`config.mk`:
```
export PLATFORM = sky130hd
export DESIGN_NAME = serial_add_sub
export DESIGN_NICKNAME = d
export VERILOG_FILES = /design/src/rtl/serial_add_sub.sv
export SDC_FILE = /design/constraint.sdc
export NUM_CORES = 1
export LEC_CHECK = 0
export CORE_MARGIN = 4
export CORE_UTILIZATION = 30
export CTS_CLUSTER_DIAMETER = 30
export DETAILED_ROUTE_END_ITERATION = 8
export GPL_ROUTABILITY_DRIVEN = 0
export PLACE_DENSITY_LB_ADDON = 0.25
export SYNTH_ARGS = -nofsm -noshare
export SYNTH_HDL_FRONTEND = slang
export SYNTH_SLANG_ARGS = --single-unit
```
`constraint.sdc`:
```
create_clock -name clk -period 1.7 [get_ports clk]
set_clock_uncertainty 0.05 [all_clocks]
set_input_delay 0.34 -clock clk [delete_from_list [all_inputs] [get_ports clk]]
set_output_delay 0.34 -clock clk [all_outputs]
set_load 0.005 [all_outputs]
```
`src/rtl/serial_add_sub.sv`:
```
// Bit-serial adder/subtractor: one full-adder step per clock, LSB first.
// Subtraction adds ~B with an initial carry of 1; Cout is "no borrow" in sub mode.
module serial_add_sub #(
  parameter int unsigned WIDTH = 8
) (
  input  logic             clk,
  input  logic             rst_n,
  input  logic             start,
  input  logic             sub,
  input  logic [WIDTH-1:0] A,
  input  logic [WIDTH-1:0] B,
  output logic             busy,
  output logic             done,
  output logic [WIDTH-1:0] S,
  output logic             Cout,
  output logic             Ovf
);

  localparam int unsigned CW = (WIDTH > 1) ? $clog2(WIDTH) : 1;

  typedef enum logic [1:0] {
    IDLE,
    RUN,
    DONE
  } state_t;

  state_t           r_state;
  logic [WIDTH-1:0] r_a;
  logic [WIDTH-1:0] r_b;
  logic [WIDTH-1:0] r_s;
  logic [CW-1:0]    r_cnt;
  logic             r_c;
  logic             r_cout;
  logic             r_ovf;
  logic             r_busy;
  logic             r_done;

  logic             w_s;
  logic             w_c;

  always_comb begin
    w_s = r_a[0] ^ r_b[0] ^ r_c;
    w_c = (r_a[0] & r_b[0]) | (r_c & (r_a[0] ^ r_b[0]));
  end

  always_ff @(posedge clk or negedge rst_n) begin
    if (!rst_n) begin
      r_state <= IDLE;
      r_a     <= '0;
      r_b     <= '0;
      r_s     <= '0;
      r_cnt   <= '0;
      r_c     <= 1'b0;
      r_cout  <= 1'b0;
      r_ovf   <= 1'b0;
      r_busy  <= 1'b0;
      r_done  <= 1'b0;
    end else begin
      case (r_state)
        IDLE: begin
          if (start) begin
            r_a     <= A;
            r_b     <= sub ? ~B : B;
            r_c     <= sub;
            r_cnt   <= '0;
            r_s     <= '0;
            r_cout  <= 1'b0;
            r_ovf   <= 1'b0;
            r_busy  <= 1'b1;
            r_state <= RUN;
          end
        end
        RUN: begin
          // Result bits enter at the MSB so bit i lands at S[i] after WIDTH shifts.
          r_s   <= {w_s, r_s[WIDTH-1:1]};
          r_a   <= r_a >> 1;
          r_b   <= r_b >> 1;
          r_c   <= w_c;
          r_cnt <= r_cnt + CW'(1);
          if (r_cnt == CW'(WIDTH - 1)) begin
            r_cout  <= w_c;
            r_ovf   <= r_c ^ w_c;
            r_done  <= 1'b1;
            r_state <= DONE;
          end
        end
        DONE: begin
          r_done  <= 1'b0;
          r_busy  <= 1'b0;
          r_state <= IDLE;
        end
        default: begin
          r_done  <= 1'b0;
          r_busy  <= 1'b0;
          r_state <= IDLE;
        end
      endcase
    end
  end

  assign busy = r_busy;
  assign done = r_done;
  assign S    = r_s;
  assign Cout = r_cout;
  assign Ovf  = r_ovf;

endmodule

```
* Word level (Yosys, flattened, before mapping) *
Index checks and enable logic that the tools add are counted.

cells by class
  equality and inequality tests = 4
  $add $sub $neg = 1
  mux-type cells = 23
  bitwise operators = 9
  reductions and logical operators = 7

operator list
  cell                                                                    number
  8-bit case mux with 2 select lines                                      3
  8-bit 2-to-1 mux                                                        4
  1-bit case mux with 2 select lines                                      5
  8-bit NOT                                                               1
  2-bit AND reduction                                                     4
  1-bit 2-to-1 mux                                                        6
  3-bit case mux with 2 select lines                                      1
  2-bit 2-to-1 mux                                                        2
  2-bit != test (second input constant)                                   2
  2-bit case mux with 2 select lines                                      1
  3-bit by 1-bit adder with 3-bit output (second input constant)          1
  3-bit equality test (second input constant)                             1
  3-bit 2-to-1 mux                                                        1
  3-bit AND reduction                                                     1
  1-bit bitwise XOR                                                       3
  1-bit AND                                                               2
  2-bit by 1-bit equality test with 1-bit output (second input constant)  1
  2-bit zero test                                                         1
  1-bit NOT                                                               2
  2-bit nonzero test                                                      1
  1-bit bitwise OR                                                        1

word-level totals
  output and inout port bits = 12
  flip-flop bits (word level) = 34

* Depth between registers and ports, before layout *
Gate-level depths: netlist of run 1.

  depth after elaboration = 6
  mapped depth = 5
  mapped depth without buffers = 5

* Least setup slack after synthesis of run 1 *
Ideal clock, no wire load.

  path type = flip-flop to flip-flop
  start = reg r_a[0]
  end = reg r_ovf (netlist: Ovf)
  library setup time = 0.130 ns
  path buffers = 0
  path slack = 0.248 ns
  arrival = 1.272 ns
  data required time = 1.520 ns
  stages on the path, launching flop included = 5
  clock period less this slack = 1.452 ns
  cells stage by stage = dfrtp_1 -> fa_1 -> xor2_1 -> a32oi_1 -> o21ai_0

on the way
  cells in the longest elaborated chain, start to end = 6
  elaborated cells between the ends (all ways) = 7

RTL lines
  element                               RTL line  source
  start, declared                       28        logic [WIDTH-1:0] r_a;
  start signal, assigned                76        r_a <= r_a >> 1;
  1-bit bitwise XOR                     43        w_c = (r_a[0] & r_b[0]) | (r_c & (r_a[0] ^ r_b[0]));
  1-bit AND                             43
  1-bit bitwise OR *                    43
  1-bit bitwise XOR *                   82        r_ovf <= r_c ^ w_c;
  1-bit 2-to-1 mux *                    80        if (r_cnt == CW'(WIDTH - 1)) begin
  1-bit case mux with 2 select lines *  59        case (r_state)
  end signal, assigned                  82
  end, declared                         34        logic r_ovf;

Mark *: on every way between the ends. The rest lies on a longest branch, timed or not. The select of a mux whose other input is x is not followed.
A chain may end at the register's enable or synchronous reset.

* Worst setup path in the final report of run 1 *
  start = reg r_ovf (netlist: Ovf)
  end = out Ovf

RTL lines
  element        RTL line  source
  end, declared  16        output logic Ovf

No word-level cell between the ends.

==> flow_metrics.tcl, run 1 <==
set metrics [dict create \
    leakagePower_uw 0.0009343 \
    start_kind "flop" \
    grt_pass1_vias 1406 \
    row_count 26 \
    setup_ws_ns 0.1199 \
    cts_tree "done" \
    grt_first_pass_wirelength_mm 6.561 \
    postCtsSetupBuffers 0 \
    setup_viol_count_final 0 \
    ys.flop_type "dfrtp_1" \
    grt_start_max_net_pins 35 \
    ir_worst_vdd_mv 0.6248 \
    drtAntennaViolNets 0 \
    finalCritPeriodShare_pct 92.95 \
    async_reset_ff_share_pct 100.0 \
    die_x_um 82 \
    netlist_area_um2 1643 \
    wire_per_inst_um 14.73 \
    dr.pass1.iters 4 \
    cp-end-kind "output pin" \
    slew_viol_final 0 \
    drive_gt1_share_pct 10.58 \
    drt-total-wl_mm 3.814 \
    ctsResizeCount 0 \
    initial_core_util_pct 31.56 \
    holdCritPathClass "input port to asynchronous set/reset pin" \
    period_minus_slack_ns 1.580 \
    clk_pin_slew_ns 0.07 \
    arrival_ns 1.19 \
    dpl.hpwl_mm 2.744 \
    nNetsFinal 211 \
    io_buffers 31 \
    viasPerCell 5.062 \
    required_ns 1.31 \
    hold_violations 0 \
    cpMaxStageDelayCell "clkdlybuf4s50_1" \
    area_growth_syn_to_layout_pct 33.36 \
    grt_setup_unrepaired "false" \
    crit_family "buffers and inverters" \
    cts_sinks 34 \
    ys_types 27 \
    core_um2 5205 \
    grt_use_total_pct 12.77 \
    dp_worst_setup_slack_ns -0.1025 \
    yosysSeqAreaShare_pct 51.79 \
    whs_ns 0.4239 \
    worstMarginPinSlew_ns 0.4301 \
    p_per_area_nw_per_um2 1577 \
    fin_util_pct 42.09 \
    critPathMaxStageDelay_ns 0.52 \
    clock_path_buffers 2 \
    drc_errors 0 \
    cts-buffers-inserted 5 \
    clk-insertion-delay-late_ns 0.28 \
    cts_root_buf "clkbuf_8" \
    syn_nets 174 \
    diodes 0 \
    fmax_mhz 632.9 \
    syn_inst 151 \
    grt_overflow 0 \
    yosysWarnings 0 \
    ios 32 \
    die_area_um2 6724 \
    dr.first_iter.drc_count 96 \
    crit_buf_inv 1 \
    slew_headroom_pct 71.33 \
    cts.htree.levels 2 \
    vias 1311 \
    ys_ff_latch 34 \
    grt_antenna_before_repair 0 \
    status "completed" \
    crit_type "flop to output pin" \
    postCtsHoldBufs 0 \
    syn_avg_cell_area_um2 10.88 \
    synth_edf_count 0 \
    maxCapViolations 0 \
    die_y_um 82 \
    cp_max_fo 3 \
    path_cells "clkdlybuf4s50_1" \
]
[registers in the layout, summed over array words and instances (netlist names)]
signal and cells:
Cout 1, Ovf 1, S 8, busy 1, done 1, r_a 8, r_b 8, r_c 1
r_cnt 3, r_state 2
[per-stage QoR]
stage               area (um2)  setup TNS (ns)  cells  total power [uW]
floorplan                 1643               0    151              2158
global placement          2081        -0.08799    251              2707
detailed placement        2081         -0.4773    251              2770
CTS                       2191               0    259              3503
global route              2191               0    259              3725
finish                    2191               0    259              3454
[final timing paths]
kind | from | cells after the start | endpoint | slack [ns]
min in group clk | S[0]$_DFFE_PN0P_ | 1 | S[0]$_DFFE_PN0P_ | 0.45
min | rst_n | 2 | S[2]$_DFFE_PN0P_ | 0.42
max in group asynchronous | rst_n | 2 | r_b[3]$_DFFE_PN0P_ | 0.86
max | Ovf$_DFFE_PN0P_ | 1 | Ovf | 0.12
min reg2reg | S[0]$_DFFE_PN0P_ | 1 | S[0]$_DFFE_PN0P_ | 0.45
max reg2reg | r_a[0]$_DFFE_PN0P_ | 4 | Ovf$_DFFE_PN0P_ | 0.15
[cells in the mapped netlist, drive strengths merged, types with 2 or more instances]
| cell type | instances | area share (%) |
|---|---|---|
| xor2 | 2 | 1.1 |
| nor2b | 7 | 2.7 |
| a22o | 11 | 5.9 |
| and2b | 5 | 2.3 |
| o21ai | 12 | 3.7 |
| nand2 | 3 | 0.69 |
| dfrtp | 34 | 52 |
| ha | 2 | 1.5 |
| a22oi | 9 | 4.1 |
| nor2 | 2 | 0.46 |
| clkbuf | 4 | 0.91 |
| buf | 9 | 2.9 |
| xnor2 | 7 | 3.7 |
| inv | 9 | 2.1 |
| a21oi | 13 | 4.0 |
| o32ai | 6 | 3.2 |
| a221o | 6 | 3.7 |
| nand2b | 2 | 0.76 |
[power by group]
group	internal (uW)	total, uW	switching (uW)
Combinational	747	1330	582
Sequential	1140	1410	269
Clock	437	718	281
Total	2320	3450	1130
[layer usage]
| metal | up-vias | global-route usage, % | routed length [um] |
|---|---|---|---|
| li1 | 621 | - | - |
| met1 | 647 | 16.45 | 1762 |
| met2 | 37 | 19.47 | 1803 |
| met3 | 6 | 3.838 | 167 |
| met4 | 0 | 6.146 | 80 |
| met5 | - | 0 | 0 |
[placed cells by master (no fill, tap or decap), drive strengths merged]
master / instances
inv: 9
buf: 12
and2: 1
a221o: 6
a22oi: 9
o211ai: 1
a22o: 11
nand3b: 1
or3b: 1
nand2: 3
fa: 1
clkdlybuf4s50: 31
nor2b: 7
o21bai: 1
o21ai: 12
clkbuf: 6
a21oi: 13
a32oi: 1
xnor2: 7
xor2: 2
bufinv: 1
nand2b: 2
dfrtp: 34
nor2: 2
ha: 2
and2b: 5
clkinvlp: 1
mux2: 1
o32ai: 6
[final cells by class]
| class | count | area [um2] |
|---|---|---|
| fill | 511 | 3014 |
| sequential | 34 | 850.8 |
| multi-input combinational | 95 | 695.7 |
| timing repair buffer | 43 | 412.9 |
| tap | 70 | 87.58 |
| clock buffer | 6 | 72.57 |
| clock inverter | 2 | 37.54 |
| inverter | 9 | 33.78 |
[cell families (layout without fill, tap and decap cells)]
group	Yosys count	in the layout	synth area share [%]
compound gates	60	60	25.90
simple gates	22	22	8.226
flops	34	34	51.79
buf+inv	22	60	5.864
fa+ha+maj	3	3	2.742
mux	1	1	0.6854
xor+xnor	9	9	4.798
No activity file was read; power rests on OpenSTA's default activity.
==> inputs of run 2 (changes only) <==
CTS_CLUSTER_SIZE = 14   (was not set)
GPL_ROUTABILITY_DRIVEN = 1   (was 0)
SLEW_MARGIN = 20   (was not set)
==> results of run 2 <==
No change in the layout: final DEF, timing and power equal those of run 1.
==> inputs of run 3 (changes only) <==
HOLD_SLACK_MARGIN = 0.06   (was not set)
PLACE_DENSITY_LB_ADDON = not set   (was 0.25)
SETUP_SLACK_MARGIN = 0.4   (was not set)
==> run 3 against run 2 <==
Count of clock-buffer cells in the layout stayed put. Final cell count is 7.3% higher. Critical path depth is 3 higher. Fmax is 13% higher. Sequential power is 4% lower. Power is 14% higher. Register-to-register slack better by 0.15 ns. First-iteration DRC count is 56% lower. Setup slack better by 0.18 ns. Global-route usage is 0.65 points lower. Critical path type is now flop to flop.
==> flow_metrics.tcl, run 3 (same netlist as run 1, synthesis figures left out) <==
set metrics [dict create \
    status "completed" \
    ios 32 \
    place_area_um2 2128 \
    worst-r2r-cell-count 4 \
    grt_use_total_pct 12.13 \
    drt-total-wl_mm 3.742 \
    dp_cells 252 \
    cp_max_fo 3 \
    cts_root_buf "clkbuf_8" \
    start_kind "flop" \
    pwr-share-seq_pct 34.6 \
    io_buffers 31 \
    cts.htree.levels 2 \
    cp-startpoint "r_a[0]$_DFFE_PN0P_" \
    power_frac_clock_pct 23.2 \
    whs_ns 0.3762 \
    fmax_mhz 714.7 \
    crit_buf_inv 0 \
    setup_viol_count_final 0 \
    cp-end-kind "flop" \
    leakagePower_uw 0.001093 \
    path_depth 4 \
    worstMarginPinSlew_ns 0.2462 \
    die_x_um 82 \
    grt_setup_unrepaired "true" \
    drive_gt1_share_pct 26.92 \
    cts_sinks 34 \
    clk_pin_slew_ns 0.07 \
    row_count 26 \
    drc_errors 0 \
    grt_overflow 0 \
    power_uw 3933 \
    fin_area_um2 2462 \
    grt_pass1_vias 1314 \
    dr.pass1.iters 4 \
    required_ns 1.82 \
    area_growth_syn_to_layout_pct 49.89 \
    wire_per_inst_um 13.46 \
    core_um2 5205 \
    drtAntennaViolNets 0 \
    routabilityCongestion 0.7284 \
    ir_worst_vdd_mv 0.6063 \
    final_cell_mix "33 x dfrtp_1, 26 x buf_4, 17 x clkdlybuf4s50_1, 12 x a21oi_1, 11 x a22o_1" \
    r2r-start "r_a[0]$_DFFE_PN0P_" \
    hold_violations 0 \
    dr.first_iter.drc_count 42 \
    critPathMaxStageDelay_ns 0.42 \
    initial_core_util_pct 31.56 \
    maxCapViolations 0 \
    path_cells "fa_2 -> xor2_1 -> a32oi_1 -> o21ai_1" \
    slew_headroom_pct 83.55 \
    cpMaxStageDelayCell "fa_2" \
    arrival_ns 1.52 \
    slew_viol_final 0 \
    crit_family "adder cells" \
    clk-insertion-delay-late_ns 0.28 \
    diodes 0 \
    clock_path_buffers 2 \
    cts_tree "done" \
    die_y_um 82 \
    finalNonFillerCells 278 \
    grt_start_max_net_pins 35 \
    postCtsHoldBufs 0 \
    p_int_uw 2705 \
    cts-buffers-inserted 5 \
    period_minus_slack_ns 1.399 \
    r2r_slack_ns 0.30 \
    layout_commonest_cell "dfrtp_1" \
    viasPerCell 4.863 \
    p_comb_share_pct 42.2 \
    dpl.hpwl_mm 2.364 \
    holdCritPathClass "input port to asynchronous set/reset pin" \
    swShare_pct 31.24 \
    nNetsFinal 230 \
    fin_util_pct 47.31 \
    crit_type "flop to flop" \
    finalCritPeriodShare_pct 82.30 \
    vias 1352 \
    p_per_area_nw_per_um2 1597 \
    grt_first_pass_wirelength_mm 6.292 \
    die_area_um2 6724 \
    p_sw_uw 1229 \
    grt_antenna_before_repair 0 \
]
run 3: cell types whose count changed in the layout (fill, tap and decap cells not counted), moves of 6 or more:
cell | before | now
clkdlybuf4s50_1 | 31 | 17
o32ai_2 | 0 | 6
clkdlybuf4s15_1 | 0 | 9
buf_4 | 11 | 26
o32ai_1 | 6 | 0
run 3: area by class of cell:
class	count	area (um2)
repair buffers	62	579.3
fillers	500	2743
clock inverters	2	60.06
multi-input cells	95	767.0
well taps	70	87.58
inverters	9	33.78
flip-flops and latches	34	852.1
clock buffers	6	82.58
run 3: worst paths after layout:
| check | endpoint |
|---|---|
| max in group asynchronous | r_state[1]$_DFFE_PN0P_ |
| hold / removal | r_b[2]$_DFFE_PN0P_ |
| setup reg to reg | Ovf$_DFFE_PN0P_ |
| min in group clk | r_a[7]$_DFFE_PN0P_ |
| hold reg to reg | r_a[7]$_DFFE_PN0P_ |
| setup / recovery | Ovf$_DFFE_PN0P_ |
run 3: what timing repair did:
item                                    in CTS  in global routing
setup buffers                               14                  4
endpoints found under the setup margin      34                 16
pin swaps                                    4                  6
gates resized for setup                     32                 11
gates cloned                                 0                  0
run 3: through the flow:
stage | setup TNS [ns] | worst slack [ns]
2_1_floorplan | 0 | 0.3610
3_3_place_gp | 0 | 0.001840
3_5_place_dp | -0.05472 | -0.01805
4_1_cts | 0 | 0.3045
5_1_grt | 0 | 0.2165
6_report | 0 | 0.3009
run 3: per-layer routing:
metal	up-vias	global-route usage, %	wire length (um)
met1	655	16.78	1807
met4	0	2.990	18
li1	664	-	-
met3	2	3.180	199
met2	31	18.82	1716
met5	-	0	0
run 3: power by group through the flow:
stage          Clock (uW)  Sequential (uW)  Combinational [uW]
4_1_cts               941             1360                1560
3_5_place_dp            0             1400                1380
5_1_grt               974             1400                1830
3_3_place_gp            0             1410                1350
6_report              914             1360                1660
2_1_floorplan           0             1360                 802
